$ cat src/rtl/usr_pkg.sv
// Shared encodings for the universal shift/rotate sequencer: operation modes and FSM states.
package usr_pkg;

    localparam logic [2:0] MODE_HOLD = 3'b000;
    localparam logic [2:0] MODE_SHR  = 3'b001;
    localparam logic [2:0] MODE_SHL  = 3'b010;
    localparam logic [2:0] MODE_LOAD = 3'b011;
    localparam logic [2:0] MODE_ROR  = 3'b100;
    localparam logic [2:0] MODE_ROL  = 3'b101;
    localparam logic [2:0] MODE_ASR  = 3'b110;
    localparam logic [2:0] MODE_CLR  = 3'b111;

    typedef enum logic [1:0] {
        ST_IDLE = 2'd0,
        ST_RUN  = 2'd1,
        ST_DONE = 2'd2
    } state_e;

endpackage

$ cat src/rtl/usr_next.sv
// Next-state datapath for the shift register; shared by the direct and burst paths.
module usr_next
    import usr_pkg::*;
#(
    parameter int N = 8
) (
    input  logic [2:0]   mode_i,
    input  logic [N-1:0] q_i,
    input  logic         msb_in_i,
    input  logic         lsb_in_i,
    input  logic [N-1:0] d_i,
    output logic [N-1:0] q_next_o
);

    always_comb begin
        q_next_o = q_i;
        case (mode_i)
            MODE_HOLD: q_next_o = q_i;
            MODE_SHR:  q_next_o = {msb_in_i, q_i[N-1:1]};
            MODE_SHL:  q_next_o = {q_i[N-2:0], lsb_in_i};
            MODE_LOAD: q_next_o = d_i;
            MODE_ROR:  q_next_o = {q_i[0], q_i[N-1:1]};
            MODE_ROL:  q_next_o = {q_i[N-2:0], q_i[N-1]};
            MODE_ASR:  q_next_o = {q_i[N-1], q_i[N-1:1]};
            MODE_CLR:  q_next_o = '0;
            default:   q_next_o = q_i;
        endcase
    end

endmodule

$ cat src/rtl/usr_seq.sv
// Universal shift/rotate register with a start/count burst sequencer.
// In RUN the latched mode drives the datapath; otherwise the live mode applies when en is set.
module usr_seq
    import usr_pkg::*;
#(
    parameter int N     = 8,
    parameter int CNT_W = 4
) (
    input  logic             clk,
    input  logic             reset,
    input  logic             en,
    input  logic [2:0]       mode,
    input  logic             msb_in,
    input  logic             lsb_in,
    input  logic [N-1:0]     d,
    input  logic             start,
    input  logic [CNT_W-1:0] count,
    output logic [N-1:0]     q,
    output logic             msb_out,
    output logic             lsb_out,
    output logic             busy,
    output logic             done
);

    state_e           state_q;
    logic [CNT_W-1:0] cnt_q;
    logic [2:0]       mode_q;
    logic [N-1:0]     q_q;
    logic [N-1:0]     q_d;
    logic [2:0]       mode_sel;

    assign mode_sel = (state_q == ST_RUN) ? mode_q : mode;

    usr_next #(.N(N)) u_next (
        .mode_i   (mode_sel),
        .q_i      (q_q),
        .msb_in_i (msb_in),
        .lsb_in_i (lsb_in),
        .d_i      (d),
        .q_next_o (q_d)
    );

    always_ff @(posedge clk or posedge reset) begin
        if (reset) begin
            state_q <= ST_IDLE;
            cnt_q   <= '0;
            mode_q  <= MODE_HOLD;
            q_q     <= '0;
        end else begin
            case (state_q)
                ST_RUN: begin
                    q_q   <= q_d;
                    cnt_q <= cnt_q - 1'b1;
                    if (cnt_q == CNT_W'(1))
                        state_q <= ST_DONE;
                end
                default: begin
                    // start wins over en, and the accepting edge does not shift
                    if (start) begin
                        if (count == '0) begin
                            state_q <= ST_DONE;
                        end else begin
                            mode_q  <= mode;
                            cnt_q   <= count;
                            state_q <= ST_RUN;
                        end
                    end else begin
                        if (en)
                            q_q <= q_d;
                        state_q <= ST_IDLE;
                    end
                end
            endcase
        end
    end

    assign q       = q_q;
    assign msb_out = q_q[N-1];
    assign lsb_out = q_q[0];
    assign busy    = (state_q == ST_RUN);
    assign done    = (state_q == ST_DONE);

endmodule

$ cat config.mk
export PLATFORM = sky130hd
export DESIGN_NAME = usr_seq
export DESIGN_NICKNAME = d
export VERILOG_FILES = /design/src/rtl/usr_pkg.sv /design/src/rtl/usr_next.sv /design/src/rtl/usr_seq.sv
export SDC_FILE = /design/constraint.sdc
export NUM_CORES = 1
export LEC_CHECK = 0
export CORE_MARGIN = 1
export CORE_UTILIZATION = 47
export DETAILED_ROUTE_END_ITERATION = 12
export PLACE_DENSITY = 0.79
export SYNTH_ARGS = -nofsm -noshare
export SYNTH_HDL_FRONTEND = slang
export SYNTH_SLANG_ARGS = --single-unit
export TNS_END_PERCENT = 1
$ cat constraint.sdc
create_clock -name clk -period 2 [get_ports clk]
set_input_delay 0.4 -clock clk [delete_from_list [all_inputs] [get_ports clk]]
set_output_delay 0.4 -clock clk [all_outputs]
set_load 0.02 [all_outputs]
# Word-level counts from Yosys, hierarchy flattened

Index checks and enable logic that the tools add are counted.

Register bits: 17
Output and inout bits: 12

Add/sub/neg operators: 1
Equality and inequality tests: 13
Mux-type cells: 12
Bitwise logic cells: 2
Reductions and logical operators: 7

Operators by type and width:

| cell                                                                   | count |
|---|---|
| 8-bit one-hot mux with 8 select lines                                  | 1 |
| 8-bit two-way mux                                                      | 3 |
| 3-bit equality test (second input constant)                            | 4 |
| 4-bit two-way mux                                                      | 3 |
| 2-bit two-way mux                                                      | 4 |
| 3-bit by 2-bit equality test with 1-bit output (second input constant) | 2 |
| 4-bit by 1-bit equality test with 1-bit output (second input constant) | 1 |
| 4-bit zero test                                                        | 1 |
| 2-bit by 1-bit != test with 1-bit output (second input constant)       | 2 |
| 2-bit AND reduction                                                    | 2 |
| 2-bit nonzero test                                                     | 2 |
| 4-bit by 1-bit subtractor with 4-bit output (second input constant)    | 1 |
| 3-bit by 1-bit equality test with 1-bit output (second input constant) | 1 |
| 3-bit zero test                                                        | 1 |
| 3-bit two-way mux                                                      | 1 |
| 3-bit AND reduction                                                    | 1 |
| 2-bit by 1-bit equality test with 1-bit output (second input constant) | 1 |
| 2-bit equality test (second input constant)                            | 1 |
| 2-bit != test (second input constant)                                  | 1 |
| 1-bit inverter                                                         | 2 |

# Logic depth before layout (Yosys ltp)

Gate-level depths: netlist of the first run.

Depth in word-level cells: 7
Gate-level depth with buffers: 8
Depth with buffers taken out: 6

# Cells and area by module

Synthesis of the first run repeated with hierarchy kept, for this count alone.

Cell total of the unflattened synthesis: 142
Area, all modules: 1337.5 um2

By module, submodules not included:

| module   | times used | cells each | area an instance (um2) | seq. area each (um2) |
|---|---|---|---|---|
| usr_seq  | 1          | 74         | 854.6                  | 425.4 |
| usr_next | 1          | 68         | 483.0                  | 0.0 |

# Worst setup path after synthesis of the first run

Ideal clock, no wire load.

Path kind: register -> register
From: reg state_q[1]
To: reg q_q[0], in the netlist q[0]
Arrival time: 1.637 ns
Path slack: 0.234 ns
Stages on the path, launching flop included: 8
Path buffers: 1
Clock period less this slack: 1.766 ns
Cell sequence: dfrtp_1 -> nand2b_4 -> buf_6 -> inv_6 -> mux2i_1 -> mux2_2 -> a221oi_1 -> o21ai_0

Longest elaborated chain between the ends: 7

Ends and longest elaborated chain:

| what                                             | RTL line       | text |
|---|---|---|
| start, declared                                  | usr_seq.sv:25  | `state_e state_q;` |
| start signal, assigned                           | usr_seq.sv:45  | `state_q <= ST_IDLE;` |
| start signal, assigned                           | usr_seq.sv:55  | `state_q <= ST_DONE;` |
| start signal, assigned                           | usr_seq.sv:61  | `state_q <= ST_DONE;` |
| 2-bit by 1-bit equality test with 1-bit output * | --             |  |
| net busy                                         | usr_seq.sv:21  | `output logic busy,` |
| 3-bit two-way mux                                | usr_seq.sv:32  | `assign mode_sel = (state_q == ST_RUN) ? mode_q : mode;` |
| 3-bit equality test (tied with other cells)      | usr_next.sv:17 | `case (mode_i)` |
| 8-bit one-hot mux with 8 select lines            | usr_next.sv:17 |  |
| 8-bit two-way mux                                | usr_seq.sv:68  | `if (en)` |
| 8-bit two-way mux                                | usr_seq.sv:59  | `if (start) begin` |
| 8-bit two-way mux                                | usr_seq.sv:50  | `case (state_q)` |
| end signal, assigned                             | usr_seq.sv:52  | `q_q <= q_d;` |
| end signal, assigned                             | usr_seq.sv:69  | `q_q <= q_d;` |
| end, declared                                    | usr_seq.sv:28  | `logic [N-1:0] q_q;` |

The timed path passes the listed nets; every way through them passes the cells marked *. The select of a mux whose other input is x is not followed.
A chain may end at the register's enable or synchronous reset.

# Final worst setup path of the first run

From: reg state_q[0]
To: out done

Longest elaborated chain between the ends: 1

Ends and longest elaborated chain:

| what                | RTL line      | text |
|---|---|---|
| 2-bit equality test | usr_seq.sv:81 | `assign done = (state_q == ST_DONE);` |
| end, declared       | usr_seq.sv:22 | `output logic done` |

Every way passes these cells.

==> results of run 1 <==
-- registers in the layout, summed over array words and instances (netlist names) --
name and cells:
cnt_q 4, state_q 2, mode_q 3, q 8
-- final cells by class --
type	instances	area (um^2)	share of cell area (%)
Multi-Input combinational cell	94	651.9	41.68
Sequential cell	17	425.4	27.20
Timing Repair Buffer	42	394.1	25.20
Tap cell	28	35.03	2.240
Inverter	7	31.28	2.000
Clock buffer	4	26.28	1.680
-- worst max path at each step --
stage	startpoint	endpoint	slack (ns)	cells after the start
2_1_floorplan	state_q[1]	q[0]	0.23	7
3_3_place_gp	mode[0]	q[0]	-0.05	5
3_5_place_dp	mode[2]	q[4]	-0.08	6
4_1_cts	state_q[0]	done	0.07	2
5_1_grt	state_q[1]	q[0]	0.02	6
6_report	state_q[0]	done	0.08	2
-- metrics by stage --
step	setup slack (ns)	hold WS, ns
3_5_place_dp	-0.08373	0.5154
6_report	0.08481	0.4843
3_3_place_gp	-0.04596	0.4831
2_1_floorplan	0.2340	0.3261
4_1_cts	0.07128	0.5112
5_1_grt	0.01581	0.5301
-- Yosys cell counts, types with 2 or more instances --
master / count
sky130_fd_sc_hd__ha_1: 2
sky130_fd_sc_hd__nand2_1: 18
sky130_fd_sc_hd__a21oi_1: 3
sky130_fd_sc_hd__o21ai_1: 5
sky130_fd_sc_hd__buf_4: 3
sky130_fd_sc_hd__and3_1: 3
sky130_fd_sc_hd__nor2_1: 7
sky130_fd_sc_hd__dfrtp_1: 17
sky130_fd_sc_hd__inv_1: 6
sky130_fd_sc_hd__o21ai_0: 7
sky130_fd_sc_hd__nand3_1: 2
sky130_fd_sc_hd__mux2i_1: 5
sky130_fd_sc_hd__buf_6: 2
sky130_fd_sc_hd__clkbuf_1: 2
sky130_fd_sc_hd__a31oi_1: 2
sky130_fd_sc_hd__mux2_2: 6
sky130_fd_sc_hd__nor3b_1: 2
sky130_fd_sc_hd__nand2b_1: 2
sky130_fd_sc_hd__a222oi_1: 5
-- cell families (layout without fill, tap and decap cells) --
family                   count (synthesis)  in the layout  synth area share [%]
AO/OA/AOI/OAI                           35             35                 22.31
adder cells (fa/ha/maj)                  2              2                 2.155
AND/OR/NAND/NOR                         44             44                 19.83
multiplexers                            12             12                 11.10
XOR/XNOR                                 1              1                0.7544
buffers and inverters                   14             53                 7.220
flip-flops                              17             17                 36.64
-- per-layer routing --
layer  wire (um)  part of all wire [%]
met1        1229                    42
met3         198                   6.8
met5           0                     0
met4          57                   2.0
met2        1416                    49
-- power breakdown --
| group | leakage (nW) | switching (mW) | total [mW] | internal [mW] |
|---|---|---|---|---|
| Sequential | 0.210 | 0.198 | 0.706 | 0.508 |
| Combinational | 0.442 | 0.860 | 1.65 | 0.792 |
| Clock | 0.0150 | 0.108 | 0.185 | 0.0776 |
-- what timing repair did --
item	in CTS	in global routing
setup buffers	0	0
resized for setup	1	0
endpoints found under the setup margin	1	0
==> results.txt, run 1 <==
- Portion of the post-synthesis area used by sequential elements: 36.64%
- The worst register-to-register path has a depth of 6.
- Number of synthesized flops with an enable pin: 0
- Fill cells in the final layout number roughly 190.
- The via count of the first global-routing pass was 1119.
- Chip Height: about 52 um
* Skew final: between 0.003 and 0.004 ns
- The cell family contributing the most delay on the critical path is buffers and inverters.
- Initial antenna violation count: 0
- Synth Net Count: 148
* Die Outline Area: 2673 um^2
- For this run, design rule violations remaining after detail routing come to 0.
- Clock-pin slew was measured on the worst setup and hold paths at 0.10 ns.
* Layout cells sized above 1: between 10% and 20%
- Worst stage delay on the critical path: roughly 0.59 ns
* Post-Syn Instances: 125
* TritonRoute pass-1 iters: 4
* Core region area: approximately 2300 um^2
* Initial core utilization: about 51%
- After synthesis, the mean cell area works out to 9.289 um^2.
* Kind of start point of the critical path: register
* Final core occ: 68.72%
- Fraction of met3 tracks used by global routing: 4.386%
- Number of buffers and inverters on the critical path: 1
- For this run, global-route usage on met1 was measured as 29.93%.
- VDD sags by at most 994.6 uV.
* Distinct cell type count of the synthesized netlist: 45
- Crit path required time: 1.60 ns
- During I/O placement, the number of pins put on the boundary was 33.
- Global routing consumed, on the met2 layer, 39.83% of the routing resources.
- The final layout contains 188 nets.
* Routability cong.: 0.8642
- In this run the critical register-to-register path is captured at q[4].
- CTS hold repair buffers: 0
* Top cell type by total area after synthesis: sky130_fd_sc_hd__dfrtp_1
* Number of CTS-inserted buffers: 3
- Total count of hold-check failures in the final report: 0
- In the final routed layout, each cell accounts on average for 15.11 um.
- For flop-to-flop paths, the worst setup slack is 0.09 ns.
- In this run the deepest clock path goes through 2 buffers.
- The max-slew violation total from the final report came to 0.
- Among all flip-flop cells after synthesis, the most frequent one is sky130_fd_sc_hd__dfrtp_1.
- Max Freq: 522.1 MHz
- Once placement completed, the tool counted placed cells totaling 188.
- Quantity of I/O buffers inserted on ports: 32
- Initial drt markers: 68
- Main area contributors after synthesis: sky130_fd_sc_hd__dfrtp_1, sky130_fd_sc_hd__nand2_1, sky130_fd_sc_hd__mux2_2, sky130_fd_sc_hd__a222oi_1, sky130_fd_sc_hd__mux2i_1
* Antenna diode count: 0
* Worst Setup End Kind: output pin
- Remaining global-route overflow: 0
- In the global route stage, overall resource usage came out at 23.91%.
- The flow ran to the end, and the final reports show no timing, DRC or antenna violations.
- Counting flops and latches in the post-synthesis netlist gives 17.
- The first global-routing pass estimated 4.774 mm of wire.
- Slew at the pin with the worst max-slew slack: 0.6412 ns
* Max-Slew Margin vs Limit: 57.21%
- For the final routed database, the setup TNS stands at 0 ns.
- Arrival time reported for the critical path endpoint: 1.52 ns
* Via density: between 5 and 6
* Routing layer with the top usage in global route: met2
- The worst path uses 95.76% of the clock period.
* Startpoint-to-endpoint class of the critical path: register to output pin
- For the worst-skew pair, the clock arrives at the later sink with an insertion delay of 0.29 ns.
* Source of the worst register-to-register timing path: state_q[1]
- The placed instances occupy a cell area of ~1500 um^2.
* Area fraction of the dominant cell type after synthesis: 36.64%
- TritonCTS Sinks: 17
* Total Power: 2.543 mW
* Count of standard-cell rows: 17
- Slowest stage cell on the critical path: sky130_fd_sc_hd__clkdlybuf4s50_1
- Dividing total power by cell area gives a power density of 1626 nW/um^2.
- Worst path cell trace: and2b_1 > clkdlybuf4s50_1
- Total routed wirelength: 2.901 mm
- The mapped netlist covers 1161 um^2.
- Setup violations remaining at the end of the flow were counted as 0.
- Relative to the synthesized area, the layout overhead comes to 34.70%.
* X dimension of the die: 51.71 um
- Once layout is done, the placed cells without fillers occupy 1564 um^2.
* Max cap viols: 0
- The tree is rooted in a sky130_fd_sc_hd__clkbuf_4.
- For this block, the via count after detailed routing is 1148.
* Maximum number of pins on one net before global-route repair: 18
* Most common cell after layout, fill and taps aside: sky130_fd_sc_hd__clkdlybuf4s50_1
- Counting flops with an async set or reset pin after synthesis yields a share of 100.0%.
- Non-filler cells, final: about 190
- RSZ-0062 raised after global routing: no
- Final critical delay including setup and external delays: 1.915 ns
* Commonest cells after routing, fill and taps aside: sky130_fd_sc_hd__clkdlybuf4s50_1, sky130_fd_sc_hd__nand2_1, sky130_fd_sc_hd__dfrtp_1
* Leakage power: 0.6667 nW
- Classification of the worst-slack hold path: input pin to asynchronous set/reset pin
- Of all nets on the critical path, the largest fanout is 3.
- Yosys synthesis warning count: 0
* Number of antenna-violating nets in the routed design: 0
* CTS tree: done
* Maximum level of the CTS H-tree: 1
* Sum of net half-perimeters after detailed placement: 2.169 mm
Power figures use the tool's default switching activity.
==> run 2: changes to the inputs <==
--- a/config.mk
+++ b/config.mk
@@ -6,10 +6,11 @@
 export NUM_CORES = 1
 export LEC_CHECK = 0
 export CORE_MARGIN = 1
-export CORE_UTILIZATION = 47
+export CORE_UTILIZATION = 50
 export DETAILED_ROUTE_END_ITERATION = 12
-export PLACE_DENSITY = 0.79
+export PLACE_DENSITY = 0.81
 export SYNTH_ARGS = -nofsm -noshare
 export SYNTH_HDL_FRONTEND = slang
+export SYNTH_HIERARCHICAL = 1
 export SYNTH_SLANG_ARGS = --single-unit
 export TNS_END_PERCENT = 1
==> constraint.sdc (replaced) <==
create_clock -name clk -period 2.3 [get_ports clk]
set_input_delay 0.46 -clock clk [delete_from_list [all_inputs] [get_ports clk]]
set_output_delay 0.46 -clock clk [all_outputs]
set_load 0.02 [all_outputs]
==> run 2 against run 1 <==
  * Clock skew rose by 0.011 ns
  * Synthesized area rose by 15%
  * Worst hold slack improved by 0.043 ns
  * Synthesized cell count rose by 14%
  * Critical endpoint is now q[4]
  * Largest cell class unchanged
  * Largest power group unchanged
  * Highest routed layer unchanged
==> results.txt, run 2 <==
* Largest delay share family, worst path: multiplexers
* Top cell type by total area after synthesis: sky130_fd_sc_hd__dfrtp_1
- Worst path cell trace: nand2b_1 > inv_1 > nand2_1 > nand2_1 > buf_12 > mux2_2 > o22ai_1 > a221oi_1 > mux2_2
- Clock-pin slew reported for the worst setup and hold paths after clock tree synthesis: 0.12 ns
- The number of hold violations in the final report is 0.
- Worst Setup End Kind: register
* Commonest cells in the netlist: sky130_fd_sc_hd__dfrtp_1, sky130_fd_sc_hd__nand2_1, sky130_fd_sc_hd__mux2_2
* Period Utilization, post-route: 90.46%
* Max Freq: 480.6 MHz
- The tool flagged a number of max-cap violations equal to 0.
- The number of antenna violations at the first check in global routing was 0.
- The clock reaches the later pin of the worst-skew pair after 0.30 ns.
- Arrival time reported for the critical path endpoint: 2.27 ns
* Via density: 6.111
- The startpoint identified for the worst hold timing path is mode_q[1].
* Worst slack after detailed placement: -0.002211 ns
- After synthesis, the mean cell area works out to 9.419 um^2.
* Status: completed
* Antenna diode count: 0
- Number of CTS-inserted buffers: 3
- Pins over their slew limit: 0
- CTS saw 17 sinks.
- For this block, the routed nets add up to between 3 and 4 mm of wire.
* Routability cong.: 0.8439
* CTS hold repair buffers: 0
* Post-placement cell count: 203
- Synth Net Count: 165
- The Yosys step of the flow raised 6 warnings.
- Slew at the pin with the worst max-slew slack: 0.7007 ns
* Chip Height: roughly 54 um
- sky130_fd_sc_hd__dfrtp_1 is the most common cell in the netlist.
- STA classifies the critical path startpoint as a register.
* Residual DRC count: 0
- Compared with the post-synthesis result, the final layout area differs by 29.56%.
- Summing all multi-input logic gate instances after layout gives between 800 and 900 um^2.
- For the worst setup path, the data required time is approximately 2.5 ns.
* Main area contributors after synthesis: sky130_fd_sc_hd__dfrtp_1, sky130_fd_sc_hd__mux2_2, sky130_fd_sc_hd__nand2_1, sky130_fd_sc_hd__mux2_4, sky130_fd_sc_hd__a221oi_1
- For this run the aggregate overflow at the end of global routing stands at 0.
* Core region area: 2500 um^2
- Share of async-settable or async-resettable flops after synthesis: 100.0%
* Classification of the worst-slack hold path: register to register
* Top_reg_cell synth: sky130_fd_sc_hd__dfrtp_1
* Commonest cells after routing, fill and taps aside: sky130_fd_sc_hd__clkdlybuf4s50_1, sky130_fd_sc_hd__dfrtp_1, sky130_fd_sc_hd__nand2_1
- Startpoint-to-endpoint class of the critical path: register to register
- The clock period could shrink to 2.081 ns.
- Counting distinct cell types in the post-synthesis netlist gives 44.
- Setup slack on the critical path of the routed design comes to 0.2195 ns.
- CTS tree: done
- Skew final: 0.01471 ns
- Slowest stage cell on the critical path: sky130_fd_sc_hd__dfrtp_1
- Most common cell after layout, fill and taps aside: sky130_fd_sc_hd__clkdlybuf4s50_1
- TritonRoute pass-1 iters: 4
- The die covers 2886 um^2.
- Power density over the cells: 1934 nW/um^2
- Initial drt markers: 40
- Non-filler cells, final: slightly above 200
* Global-route wire length before repair: 5.340 mm
- The setup check on the worst reg-to-reg path leaves a slack of 0.22 ns.
- Via count of the first global-routing pass: 1199
* Max-Slew Margin vs Limit: 53.23%
* Portion of the post-synthesis area used by sequential elements: 31.81%
- Of all nets on the critical path, the largest fanout is 25.
- Summed over its instances, the top area cell type makes up between 30% and 40% of the synthesized netlist area.
* Summed instance area of the synthesized netlist: 1338 um^2
- Counting flops with a built-in enable in the synthesized netlist gives 0.
* Via total after detailed routing: about 1300
* Max FFs per register: 8
* Top Ports: 33
* X dimension of the die: ~54 um
- Once detail routing completed, the nets flagged for antenna violations numbered 0.
* Clock root buffer master: sky130_fd_sc_hd__clkbuf_4
* Maximum VDD drop: 1321 uV
- The critical path starts at state_q[1].
- Seq cells post-synth: 17
- Setup repair after global routing left no endpoint under its margin.
- Setup violations remaining at the end of the flow were counted as 0.
* Quantity of I/O buffers inserted on ports: 32
- CTS built an H-tree with a depth of 1.
- Filler cell count: 204
- Total Power: 3.351 mW
- Summed over all cells, the static leakage comes to 0.7025 nW.
* GRT Overall Usage: roughly a quarter
- Clock Tree Buf Depth: 2
- Layout cells sized above 1: 20.90%
* Maximum number of pins on one net before global-route repair: 26
- Nets@finish: 201
- In the synthesized netlist, the number of instances is 142.
- The largest single stage delay on the critical path is 0.37 ns.
- Number of buffers and inverters on the critical path: 2
* Source of the worst register-to-register timing path: state_q[1]
- After detailed routing, the average wire length per cell comes to approximately 16 um.
- Summing all flip-flop and latch instances after layout gives 425.4 um^2.
- The floorplan has 18 rows.
* Initial core utilization: a little over half
- The wire-length estimate of the detail-placed layout is 2.427 mm.
[run 2: logic make-up (layout without fill, tap and decap cells)]
family / count (synthesis) / count (layout) / synth area share (%)
adders and majority gates: 2 / 2 / 1.871
and+or+nand+nor: 43 / 43 / 18.15
AOI/OAI and AO/OA: 43 / 43 / 24.42
xor gates and xnor gates: 1 / 1 / 0.6549
DFF: 17 / 17 / 31.81
buffers and inverters: 19 / 54 / 8.232
muxes: 17 / 17 / 14.87
[run 2: area by class of cell]
type,instances,share of cell area (%)
clock buffers,3,1.300
flip-flops and latches,17,24.55
clock inverters,1,0.2888
multi-input cells,106,46.28
repair buffers,42,23.68
well taps,30,2.166
inverters,8,1.733
[run 2: path summary, 6_finish.rpt]
kind                               to  cells after the start
max                              q[4]                      9
min                         mode_q[1]                      1
max reg2reg                      q[4]                      9
min reg2reg                 mode_q[1]                      1
max in group asynchronous  state_q[1]                      2
min in group asynchronous        q[3]                      2
[run 2: where the power goes]
group          internal, mW  switching [mW]
clock                0.0648           0.105
combinational          1.31            1.20
sequential            0.470           0.200
total                  1.85            1.50
[run 2: repair_timing]
item,CTS,global route
endpoints found under the setup margin,0,1
resized for setup,0,1
setup buffers,0,0
[run 2: routing by layer]
layer,global-route usage (%),wire length [um]
met5,0,0
met4,8.333,29
met3,5.650,155
met2,47.12,1665
met1,30.02,1432
[run 2: stage by stage]
step / area (um^2) / hold WS [ns] / TNS [ns] / util (%)
floorplan: 1338 / 0.3861 / 0 / -
global placement: 1703 / 0.4919 / 0 / 68.12
detailed placement: 1703 / 0.4945 / -0.002211 / 68.12
CTS: 1730 / 0.5260 / 0 / 69.22
global route: 1733 / 0.5403 / 0 / 69.32
finish: 1733 / 0.5277 / 0 / 69.32
